`config.mk`:
```
export PLATFORM = sky130hd
export DESIGN_NAME = cmd_queue
export DESIGN_NICKNAME = d
export VERILOG_FILES = /design/src/rtl/cmd_queue.sv
export SDC_FILE = /design/constraint.sdc
export NUM_CORES = 1
export LEC_CHECK = 0
export ABC_AREA = 1
export CAP_MARGIN = 40
export CORE_AREA = 2 2 128 130
export CTS_BUF_LIST = sky130_fd_sc_hd__clkbuf_8
export DETAILED_ROUTE_END_ITERATION = 12
export DIE_AREA = 0 0 130 132
export GPL_TIMING_DRIVEN = 0
export SKIP_LAST_GASP = 1
export SLEW_MARGIN = 0
export SYNTH_ARGS = -nofsm -noshare
export SYNTH_HDL_FRONTEND = slang
export SYNTH_SLANG_ARGS = --single-unit
```
`constraint.sdc`:
```
create_clock -name i_clk -period 3.4 [get_ports i_clk]
set_input_delay 0.85 -clock i_clk [delete_from_list [all_inputs] [get_ports i_clk]]
set_output_delay 0.85 -clock i_clk [all_outputs]
set_load 0.02 [all_outputs]
```
`src/rtl/cmd_queue.sv`:
```
// In-order command FIFO with first-word-fall-through head, occupancy flags and sticky error flags.
// Flags decode from the registered count only, so i_wr/i_rd never reach them combinationally.
package cmd_queue_pkg;
  typedef struct packed {
    logic [3:0] op;
    logic [3:0] tag;
  } cmd_t;
endpackage

module cmd_queue #(
  parameter int CMD_W    = $bits(cmd_queue_pkg::cmd_t),
  parameter int DEPTH    = 16,
  parameter int AFULL_TH = DEPTH - 2
) (
  input  logic                     i_clk,
  input  logic                     i_rstn,
  input  logic                     i_wr,
  input  logic [CMD_W-1:0]         i_cmd,
  output logic                     o_full,
  output logic                     o_afull,
  input  logic                     i_rd,
  output logic [CMD_W-1:0]         o_cmd,
  output logic                     o_empty,
  output logic [$clog2(DEPTH):0]   o_count,
  output logic                     o_ovf,
  output logic                     o_udf,
  input  logic                     i_clr_err
);

  localparam int AW = $clog2(DEPTH);
  localparam logic [AW:0] CNT_MAX = (AW+1)'(DEPTH);
  localparam logic [AW:0] CNT_AF  = (AW+1)'(AFULL_TH);

  logic [CMD_W-1:0] mem [DEPTH];
  logic [AW-1:0]    wp;
  logic [AW-1:0]    rp;
  logic [AW:0]      cnt;
  logic             ovf;
  logic             udf;
  logic             wr_ok;
  logic             rd_ok;
  logic             ovf_set;
  logic             udf_set;

  assign o_full  = (cnt == CNT_MAX);
  assign o_empty = (cnt == '0);
  assign o_afull = (cnt >= CNT_AF);
  assign o_count = cnt;
  assign o_ovf   = ovf;
  assign o_udf   = udf;

  // A pop frees the slot in the same cycle, so a full queue may still take a write.
  assign rd_ok   = i_rd && !o_empty;
  assign wr_ok   = i_wr && (!o_full || rd_ok);
  assign ovf_set = i_wr && o_full && !i_rd;
  assign udf_set = i_rd && o_empty;

  assign o_cmd = o_empty ? '0 : mem[rp];

  always_ff @(posedge i_clk) begin
    if (wr_ok) mem[wp] <= i_cmd;
  end

  always_ff @(posedge i_clk or negedge i_rstn) begin
    if (!i_rstn) begin
      wp  <= '0;
      rp  <= '0;
      cnt <= '0;
    end else begin
      if (wr_ok) wp <= wp + AW'(1);
      if (rd_ok) rp <= rp + AW'(1);
      if (wr_ok && !rd_ok)      cnt <= cnt + (AW+1)'(1);
      else if (rd_ok && !wr_ok) cnt <= cnt - (AW+1)'(1);
    end
  end

  // Set has priority so an error coinciding with a clear is never lost.
  always_ff @(posedge i_clk or negedge i_rstn) begin
    if (!i_rstn) begin
      ovf <= 1'b0;
      udf <= 1'b0;
    end else begin
      if (ovf_set)        ovf <= 1'b1;
      else if (i_clr_err) ovf <= 1'b0;
      if (udf_set)        udf <= 1'b1;
      else if (i_clr_err) udf <= 1'b0;
    end
  end

  a_cnt_bound: assert property (@(posedge i_clk) disable iff (!i_rstn) cnt <= CNT_MAX);
  a_no_drop_on_pop: assert property (@(posedge i_clk) disable iff (!i_rstn)
    (i_wr && i_rd && o_full) |-> wr_ok);

endmodule

```
==> results.toml <==
[floorplanning]
start_util = 0.3948
die_area_sq_um = 17160
die_x_microns = 130
core_area_sq_um = 15710
ioPinCount = 31
row_count = 46
fp.dieH_microns = 132

[logic_synthesis]
netlist_area_sq_um = 6203
yosysTopAreaCellShare = 0.6196
synth_nets = 568
synthDistinctLibCells = 27
synth_common_cells = "nand2_1 (186), edfxtp_1 (128), nand3_1 (102)"
synth_ff_type = "edfxtp_1"
avgSynthCellArea_sq_um = 11.38
netlist_instances = 545
synth_edf_count = 128
seq_area_frac_synth = 0.6801
yosys.area.top_type = "edfxtp_1"
ys.warnings.count = 0
synthArstFlopShare = 0.1049
synth_area_leaders = "edfxtp_1 (62%), nand2_1 (11%), nand3_1 (8.2%)"
ys_ff_latch = 143
yosysMostFrequentCell = "nand2_1"

[global_routing]
grt_usage = 0.1822
use_met2 = 0.2827
met3_usage = 0.03369
antenna_found_initial = 0
grt_max_degree = 17
use_met1 = 0.2550
grt_pass1_wl_mm = 22.62
grt_pass1_vias = 3794
grt_overflow = 0
top_usage_layer = "met2"

[routing]
drcViolationCount = 0
drtAntennaViolNets = 0
routed_via_density = 5.026
firstDrtPassIters = 5
drt-initial-drc-count = 332
drt_wl_total_mm = 15.11
wire_per_inst_microns = 18.38
via_count = 4131

[timing]
slew_headroom = 0.4474
finalCritPeriodShare = 0.9452
min_period_ns = 3.214
finalClockSkew_ns = 0.01063
rsz0062_at_grt = "false"
hold_viol_final = 0
worst_slew_pin_slew_ns = 0.8263
slew_viol_final = 0
setup_viol = 0
fmax_mhz = 311.2
worst_slack_ns = 0.1863
fin_setup_tns_ns = 0

[pwr]
internal-power_mw = 3.679
p_clk_frac = 0.203
p_leak_nw = 2.726
p_per_area_nw_per_um2 = 868.6
p_sw_mw = 2.511
p_sw_frac = 0.4057
pwr-share-comb = 0.431
p_seq_frac = 0.366
ir_worst_vdd_mv = 0.4488

[critical_path]
worstRegToRegCells = 17
worstPathRequired_ns = 2.55
endpoint_kind = "primary output"
crit_path_cell_trace = "inv_2 -> buf_6 -> buf_4 -> nand2_1 -> nand3_1 -> nand3_1 -> nand2_1 -> nand2_1 -> a21oi_1 -> dlygate4sd2_1"
crit_buf_inv = 4
reg2reg_from = "o_count[0]"
ff2ff_setup_slack_ns = 0.91
critPathArrivalTime_ns = 2.36
cp_slowest_stage_delay_ns = 0.44
cp-start-kind = "flip-flop"
cp_max_fo = 10
r2r_end = "o_count[4]"
cp_top_family = "buffers and inverters"
slowest_stage = "dfrtp_1"
worstSetupPathType = "flip-flop to primary output"
crit_path_frequent_cell = "nand2_1"

[finish]
drive_gt1_frac = 0.1139
nNetsFinal = 617
fin_cells = 822
syn_to_final_growth_pct = 14.89
fin_util = 0.4536
nFillCells = 1429
antenna_cells = 0

[placement]
dpl.hpwl_mm = 10.46
post-place-ws_ns = 0.2181
place_congestion = 0.9626
placed_cells = 791
io_buffer_count = 30

[cts]
cts_root_buffer = "clkbuf_8"
clk_path_buf_depth = 2
clkSlewWorstSetupHoldPaths_ns = 0.08
clock_sinks = 143
clock_latency_ns = 0.44
post-cts-setup-buffer-count = 0
ctsHtreeMaxLevel = 4
cts_tree = "yes"
cts_made_buffers = 17

[worst_hold_path]
whs_endpoint = "o_ovf"
min_from = "o_ovf"
whs_path_depth = 2
min_path_type = "flip-flop to flip-flop"

[flow_run]
maxCapViolations = 0

[outcome]
status = "finished clean"
[cells by family after synthesis]
| logic type | after synthesis | share of synthesized area |
|---|---|---|
| adders and majority gates | 10 | 0.02138 |
| xor gates and xnor gates | 9 | 0.01271 |
| AOI/OAI and AO/OA | 18 | 0.01533 |
| buffers and inverters | 49 | 0.04438 |
| and+or+nand+nor | 316 | 0.2261 |
| DFF | 143 | 0.6801 |
[state kept, by name (all words and copies together) (netlist names)]
register	flops
mem	128
o_udf	1
wp	4
o_ovf	1
o_count	5
rp	4
[stage by stage]
stage | hold slack (ns) | area, sq um | power, mW
6_report | 0.5321 | 7127 | 6.190
5_1_grt | 0.5555 | 7127 | 6.554
3_3_place_gp | 0.5123 | 6774 | 5.003
3_5_place_dp | 0.5214 | 6774 | 5.043
4_1_cts | 0.5323 | 7126 | 6.207
2_1_floorplan | 0.4925 | 6203 | 4.049
[area by class of cell]
cell class / count / area (sq um) / share of cell area
clock buffer: 17 / 234.0 / 0.03283
buffer: 25 / 183.9 / 0.02581
timing repair buffer: 30 / 291.5 / 0.04091
multi-input combinational: 353 / 1709 / 0.2398
sequential: 143 / 4219 / 0.5920
tap: 216 / 270.3 / 0.03792
clock inverter: 14 / 126.4 / 0.01773
inverter: 24 / 92.59 / 0.01299
[worst max path at each step]
stage          slack, ns  cells after the start          to       start
6_report            0.19                     10    o_cmd[6]       rp[0]
5_1_grt            0.006                     10    o_cmd[2]       rp[0]
4_1_cts             0.14                      8    o_cmd[2]       rp[1]
3_5_place_dp        0.22                     16  o_count[4]        i_rd
3_3_place_gp        0.22                     16  o_count[4]        i_rd
2_1_floorplan        1.0                     17  o_count[4]  o_count[0]
[worst register-to-register path, stage by stage (launching register included)]
cell and delay, ns:
dfrtp_1 0.45, inv_2 0.12, nand4_4 0.16, nor2_4 0.15
nand2_2 0.07, nand2_4 0.11, inv_4 0.09, ha_1 0.26
inv_1 0.13, ha_1 0.29, nand2_1 0.11, nand2_1 0.06
a21oi_1 0.16, inv_1 0.06, nand2_1 0.05, nand2_1 0.04
nand2_1 0.05, nand2_1 0.04
[power groups by stage]
stage | logic (mW) | clock network [mW] | registers [mW]
after global placement | 2.71 | 0 | 2.30
after global routing | 2.93 | 1.34 | 2.29
after floorplan | 1.73 | 0 | 2.32
after detailed placement | 2.74 | 0 | 2.30
final | 2.67 | 1.25 | 2.26
after CTS | 2.67 | 1.27 | 2.27
[what timing repair did]
| item | CTS | global route |
|---|---|---|
| gates resized for setup | 9 | 1 |
| setup endpoints to repair | 8 | 1 |
| hold buffers | 0 | 0 |
[layer usage]
metal  vias to the layer above  routed length [microns]
li1                       1968                        -
met1                      1984                     6601
met2                       155                     7238
met3                        24                      900
met4                         0                      369
met5                         -                        0
[placed cells by master, fill, tap and decap left out, types with 2 or more instances in the layout]
cell,synthesis,layout
clkbuf_8,0,17
clkinvlp_4,0,2
inv_1,13,14
buf_4,5,5
buf_2,8,8
o21ai_1,2,2
nand2_4,6,6
xor2_1,5,5
xnor2_1,4,4
o22ai_1,2,2
dfrtp_1,15,15
nand3_1,102,102
clkbuf_1,3,2
buf_6,8,8
a21oi_1,10,10
clkdlybuf4s50_1,0,22
clkinv_2,0,3
nor2_1,18,18
o21ai_0,3,3
bufinv_16,0,2
inv_2,10,10
clkinv_1,0,4
nand2_1,186,186
ha_1,9,9
edfxtp_1,128,128
dlygate4sd2_1,0,7
Power figures use the tool's default switching activity.
==> patch 1, RTL diff (config.mk and constraints unchanged) <==
`DEPTH`: 16 -> 8.
--- a/src/rtl/cmd_queue.sv
+++ b/src/rtl/cmd_queue.sv
@@ -10,5 +10,5 @@
 module cmd_queue #(
   parameter int CMD_W    = $bits(cmd_queue_pkg::cmd_t),
-  parameter int DEPTH    = 16,
+  parameter int DEPTH    = 8,
   parameter int AFULL_TH = DEPTH - 2
 ) (
Interface: changed (resized o_count); port bits go from 31 to 30. No check against the original RTL was run, so the function may have changed too.
==> patch 1 against the unedited design <==
Power decreased by 38%. Clock skew decreased by 0.0040 ns. Synthesized area decreased by 42%. Routed wire length decreased by 47%. Cell area decreased by 38%. Sequential cell count decreased by 67. Setup slack improved by 0.17 ns. Via count decreased by 39%. Critical path type unchanged. Critical endpoint is now o_cmd[2].
==> patch 1: results (changes against the unedited design) <==
stage,metric,value,unit,change
outcome,outcome,"complete, no violations",,unchanged
place,DP HPWL,5.63,mm,was 10.5 mm
logic_synthesis,post-synthesis sequential area ratio,62.3,%,was 68.0%
global_routing,GR Util met3,2.56,%,was 3.37%
global_routing,first-pass GRT wire length,12.5,mm,was 22.6 mm
detailed_routing,initial drt markers,152,,was 332
worst_setup_path,worst r2r src,o_count[1],,was o_count[0]
detailed_routing,final wirelength,7.98,mm,was 15.1 mm
power_and_ir_drop,Power Internal,2.35,mW,was 3.68 mW
logic_synthesis,synth unique cells,21,,was 27
global_routing,grt met2 use,16.5,%,was 28.3%
worst_setup_path,FF-to-FF setup slack,1.17,ns,was 0.91 ns
final_layout,fillers,1594,,"was 1,429"
place,GPL Wtd Cong,0.811,,was 0.963
worst_setup_path,Crit Reg-Reg Endpoint,mem[2][7],,was o_count[4]
power_and_ir_drop,P_leak,1.97,nW,was 2.73 nW
logic_synthesis,"top cells by area, synth","edfxtp_1 54%, nand2_1 11%, dfrtp_1 8.4%",,"was edfxtp_1 62%, nand2_1 11%, nand3_1 8.2%"
clocking,H-Tree Depth,3,,was 4
worst_setup_path,CP arrival,2.19,ns,was 2.36 ns
sta,Worst Skew,0.00663,ns,was 0.0106 ns
final_layout,nets,436,,was 617
logic_synthesis,"FFs w/ async S/R, synth",15.8,%,was 10.5%
sta,relative slew slack,43.4,%,was 44.7%
global_routing,GRT Resource Usage Total,9.69,%,was 18.2%
logic_synthesis,Post-Synthesis Net Count,389,,was 568
clocking,post-CTS resize count,0,,was 9
global_routing,vias in the first global route,2396,,"was 3,794"
global_routing,largest net degree at the start of global routing,13,,was 17
power_and_ir_drop,Max VDD drop,0.000255,V,was 0.000449 V
global_routing,met1 usage in global routing,11.8,%,was 25.5%
place,PortBufs,29,,was 30
clocking,total CTS buffers,9,,was 17
detailed_routing,Vias/cell,3.94,,was 5.03
logic_synthesis,Post-synth top cells,"105 x nand2_1, 78 x inv_1, 64 x edfxtp_1, 46 x nand3_1, 18 x nor2_1",,"was 186 x nand2_1, 128 x edfxtp_1, 102 x nand3_1, 18 x nor2_1, 15 x dfrtp_1"
die,Initial Util,22.7,%,was 39.5%
place,Placement Setup Slack,0.300,ns,was 0.218 ns
hold_path,worst hold endpoint,o_udf,,was o_ovf
-- patch 1: metrics by stage --
stage	util (%)	hold slack, ns	cell area, um2	cells
after floorplan	-	0.513	3570	370
after global placement	26.3	0.512	4130	615
after detailed placement	26.5	0.522	4170	621
after CTS	28.0	0.533	4400	636
after global routing	28.0	0.573	4410	637
final	28.0	0.531	4410	637
-- patch 1: critical path, cell delays in order, from the launching register on --
cell             delay (ns)
dfrtp_1                0.39
buf_6                  0.15
inv_4                  0.11
buf_4                  0.20
nand3_1                0.10
nand3_1                0.07
nand2_1                0.05
nor2_1                 0.14
clkdlybuf4s50_1        0.63
-- patch 1: layer usage --
| layer | up-vias | wire length, um |
|---|---|---|
| li1 | 1255 | - |
| met1 | 1201 | 3380 |
| met2 | 46 | 4010 |
| met3 | 7 | 471 |
| met4 | 0 | 114 |
| met5 | - | 0 |
-- patch 1: cell type report --
| cell class | count | area, um2 | share of cell area [%] |
|---|---|---|---|
| timing repair buffer | 36 | 328 | 7.44 |
| clock buffer | 9 | 124 | 2.81 |
| multi-input combinational | 200 | 937 | 21.3 |
| clock inverter | 6 | 105 | 2.39 |
| inverter | 80 | 305 | 6.93 |
| tap | 216 | 270 | 6.13 |
| buffer | 14 | 115 | 2.61 |
| sequential | 76 | 2220 | 50.4 |
-- patch 1: cell families after synthesis --
family | count (synthesis) | share of synthesized area [%]
xor gates and xnor gates | 6 | 1.47
adders and majority gates | 6 | 2.31
AOI/OAI and AO/OA | 8 | 1.16
DFF | 76 | 62.3
buffers and inverters | 94 | 11.8
and+or+nand+nor | 180 | 21.0
-- patch 1: worst max path at each step --
| stage | depth (start not counted) | start | to | slack, ns |
|---|---|---|---|---|
| 6_report | 8 | rp[1] | o_cmd[2] | 0.36 |
| 5_1_grt | 8 | rp[1] | o_cmd[1] | 0.24 |
| 4_1_cts | 8 | rp[0] | o_cmd[4] | 0.32 |
| 3_5_place_dp | 7 | i_rd | mem[2][7] | 0.30 |
| 3_3_place_gp | 6 | i_rd | mem[0][7] | 0.03 |
| 2_1_floorplan | 11 | i_rd | o_count[3] | 1.18 |
-- patch 1: power by group through the flow --
stage	clock network [mW]	logic, mW	registers [mW]
6_report	0.792	1.74	1.28
5_1_grt	0.853	1.92	1.29
4_1_cts	0.808	1.76	1.28
3_5_place_dp	0	1.76	1.30
3_3_place_gp	0	1.70	1.29
2_1_floorplan	0	1.08	1.31
==> patch 2, RTL diff (config.mk and constraints unchanged) <==
Made on the original files. Put one more register stage on the output `o_ovf`. The value now appears one clock later. The other outputs are not delayed to match.
--- a/src/rtl/cmd_queue.sv
+++ b/src/rtl/cmd_queue.sv
@@ -47,5 +47,7 @@
   assign o_afull = (cnt >= CNT_AF);
   assign o_count = cnt;
-  assign o_ovf   = ovf;
+  always_ff @(posedge i_clk) begin
+    o_ovf <= ovf;
+  end
   assign o_udf   = udf;
 
Formal check against the unedited RTL: no difference found for any inputs over 4 cycles, from zero or initial values and one cycle with i_rstn low; that may be too few to reach the edited logic, so the function may still have changed.
==> patch 2 against the unedited design <==
Count of clock-buffer cells in the layout did not move. Cell area grew 0.63%. Sequential cell count rose by 1. Synthesized cell count increased by 0.18%. Power increased by 2.0%. Synthesized area up 0.32%. Setup slack worse by 0.00063 ns. Routed wire length is 3.1% higher. Sequential share of layout area fell by 0.093 points. Critical path type unchanged.
==> patch 2: results (changes against the unedited design) <==
stage,metric,value,unit,change
final_layout,Clock buf/inv share,5.37,%,was 5.06%
detailed_routing,DR WL/cell,18.9,um,was 18.4 um
power_and_ir_drop,Net Sw Power,2.55,mW,was 2.51 mW
clocking,clock latency on the worst-skew pair,0.46,ns,was 0.44 ns
logic_synthesis,post-synthesis sequential area ratio,68.1,%,was 68.0%
hold_path,worst hold endpoint,o_ovf,,unchanged
worst_setup_path,CP Launch Point,rp[0],,unchanged
final_layout,FFs & Latches,144,,was 143
power_and_ir_drop,Max VDD drop,0.000383,V,was 0.000449 V
detailed_routing,met3 WL,861,um,was 900 um
global_routing,first-pass GRT wire length,23.7,mm,was 22.6 mm
hold_path,hold path start,ovf,,was o_ovf
worst_setup_path,worst r2r src,o_count[0],,unchanged
worst_setup_path,Reg2Reg Depth,16,,was 17
place,GPL Wtd Cong,0.919,,was 0.963
power_and_ir_drop,P_clk,1.35,mW,was 1.25 mW
logic_synthesis,"top cells by area, synth","edfxtp_1 62%, nand2_1 11%, nand3_1 8.2%",,unchanged
worst_setup_path,FF-to-FF setup slack,0.94,ns,was 0.91 ns
global_routing,grt met2 use,29.8,%,was 28.3%
final_layout,Logic inverters,24,,unchanged
clocking,post-CTS setup buffer count,0,,unchanged
power_and_ir_drop,P_leak,2.75,nW,was 2.73 nW
sta,clock period minus worst slack,3.21,ns,about the same
logic_synthesis,"FFs w/ async S/R, synth",10.4,%,was 10.5%
global_routing,met1 usage in global routing,26.1,%,was 25.5%
detailed_routing,metal1 wirelength,6.81,mm,was 6.60 mm
outcome,outcome,"complete, no violations",,unchanged
logic_synthesis,Post-Synthesis Net Count,569,,was 568
global_routing,GRT Resource Usage Total,19.2,%,was 18.2%
place,DP HPWL,10.8,mm,was 10.5 mm
power_and_ir_drop,Gate power share,42.6,%,was 43.1%
worst_setup_path,crit path to,o_cmd[4],,was o_cmd[6]
place,Placed Area,0.00679,mm2,was 0.00677 mm2
final_layout,layout cell share with drive strength beyond 1,11.7,%,was 11.4%
detailed_routing,initial drt markers,291,,was 332
final_layout,signal buffers share of area,6.63,%,was 6.67%
clocking,post-CTS resize count,10,,was 9
final_layout,fillers,1436,,"was 1,429"
hold_path,worst hold stages,0,,was 2
sta,Worst Skew,0.00722,ns,was 0.0106 ns
global_routing,vias in the first global route,4021,,"was 3,794"
sta,relative slew slack,39.5,%,was 44.7%
global_routing,GR Util met3,3.65,%,was 3.37%
-- patch 2: cell count changes after synthesis --
cell and change:
buf_1 -1, clkbuf_1 +1, dfxtp_1 +1
-- patch 2: per-stage QoR --
| stage | cells | hold slack, ns | util (%) |
|---|---|---|---|
| floorplan | 546 | 0.347 | - |
| global placement | 792 | 0.355 | 43.2 |
| detailed placement | 792 | 0.363 | 43.2 |
| CTS | 824 | 0.381 | 45.6 |
| global route | 824 | 0.388 | 45.6 |
| finish | 824 | 0.378 | 45.6 |
-- patch 2: cells by family after synthesis --
| logic type | Yosys count | share of synthesized area, % |
|---|---|---|
| compound gates | 18 | 1.53 |
| xor+xnor | 9 | 1.27 |
| fa+ha+maj | 10 | 2.13 |
| buf+inv | 49 | 4.42 |
| flops | 144 | 68.1 |
| simple gates | 316 | 22.5 |
-- patch 2: worst max-delay path: cells and delay by family, from the launching register on --
kind | cells | cell delay, ns
flops | 1 | 0.45
compound gates | 1 | 0.16
simple gates | 5 | 0.50
buf+inv | 4 | 0.82
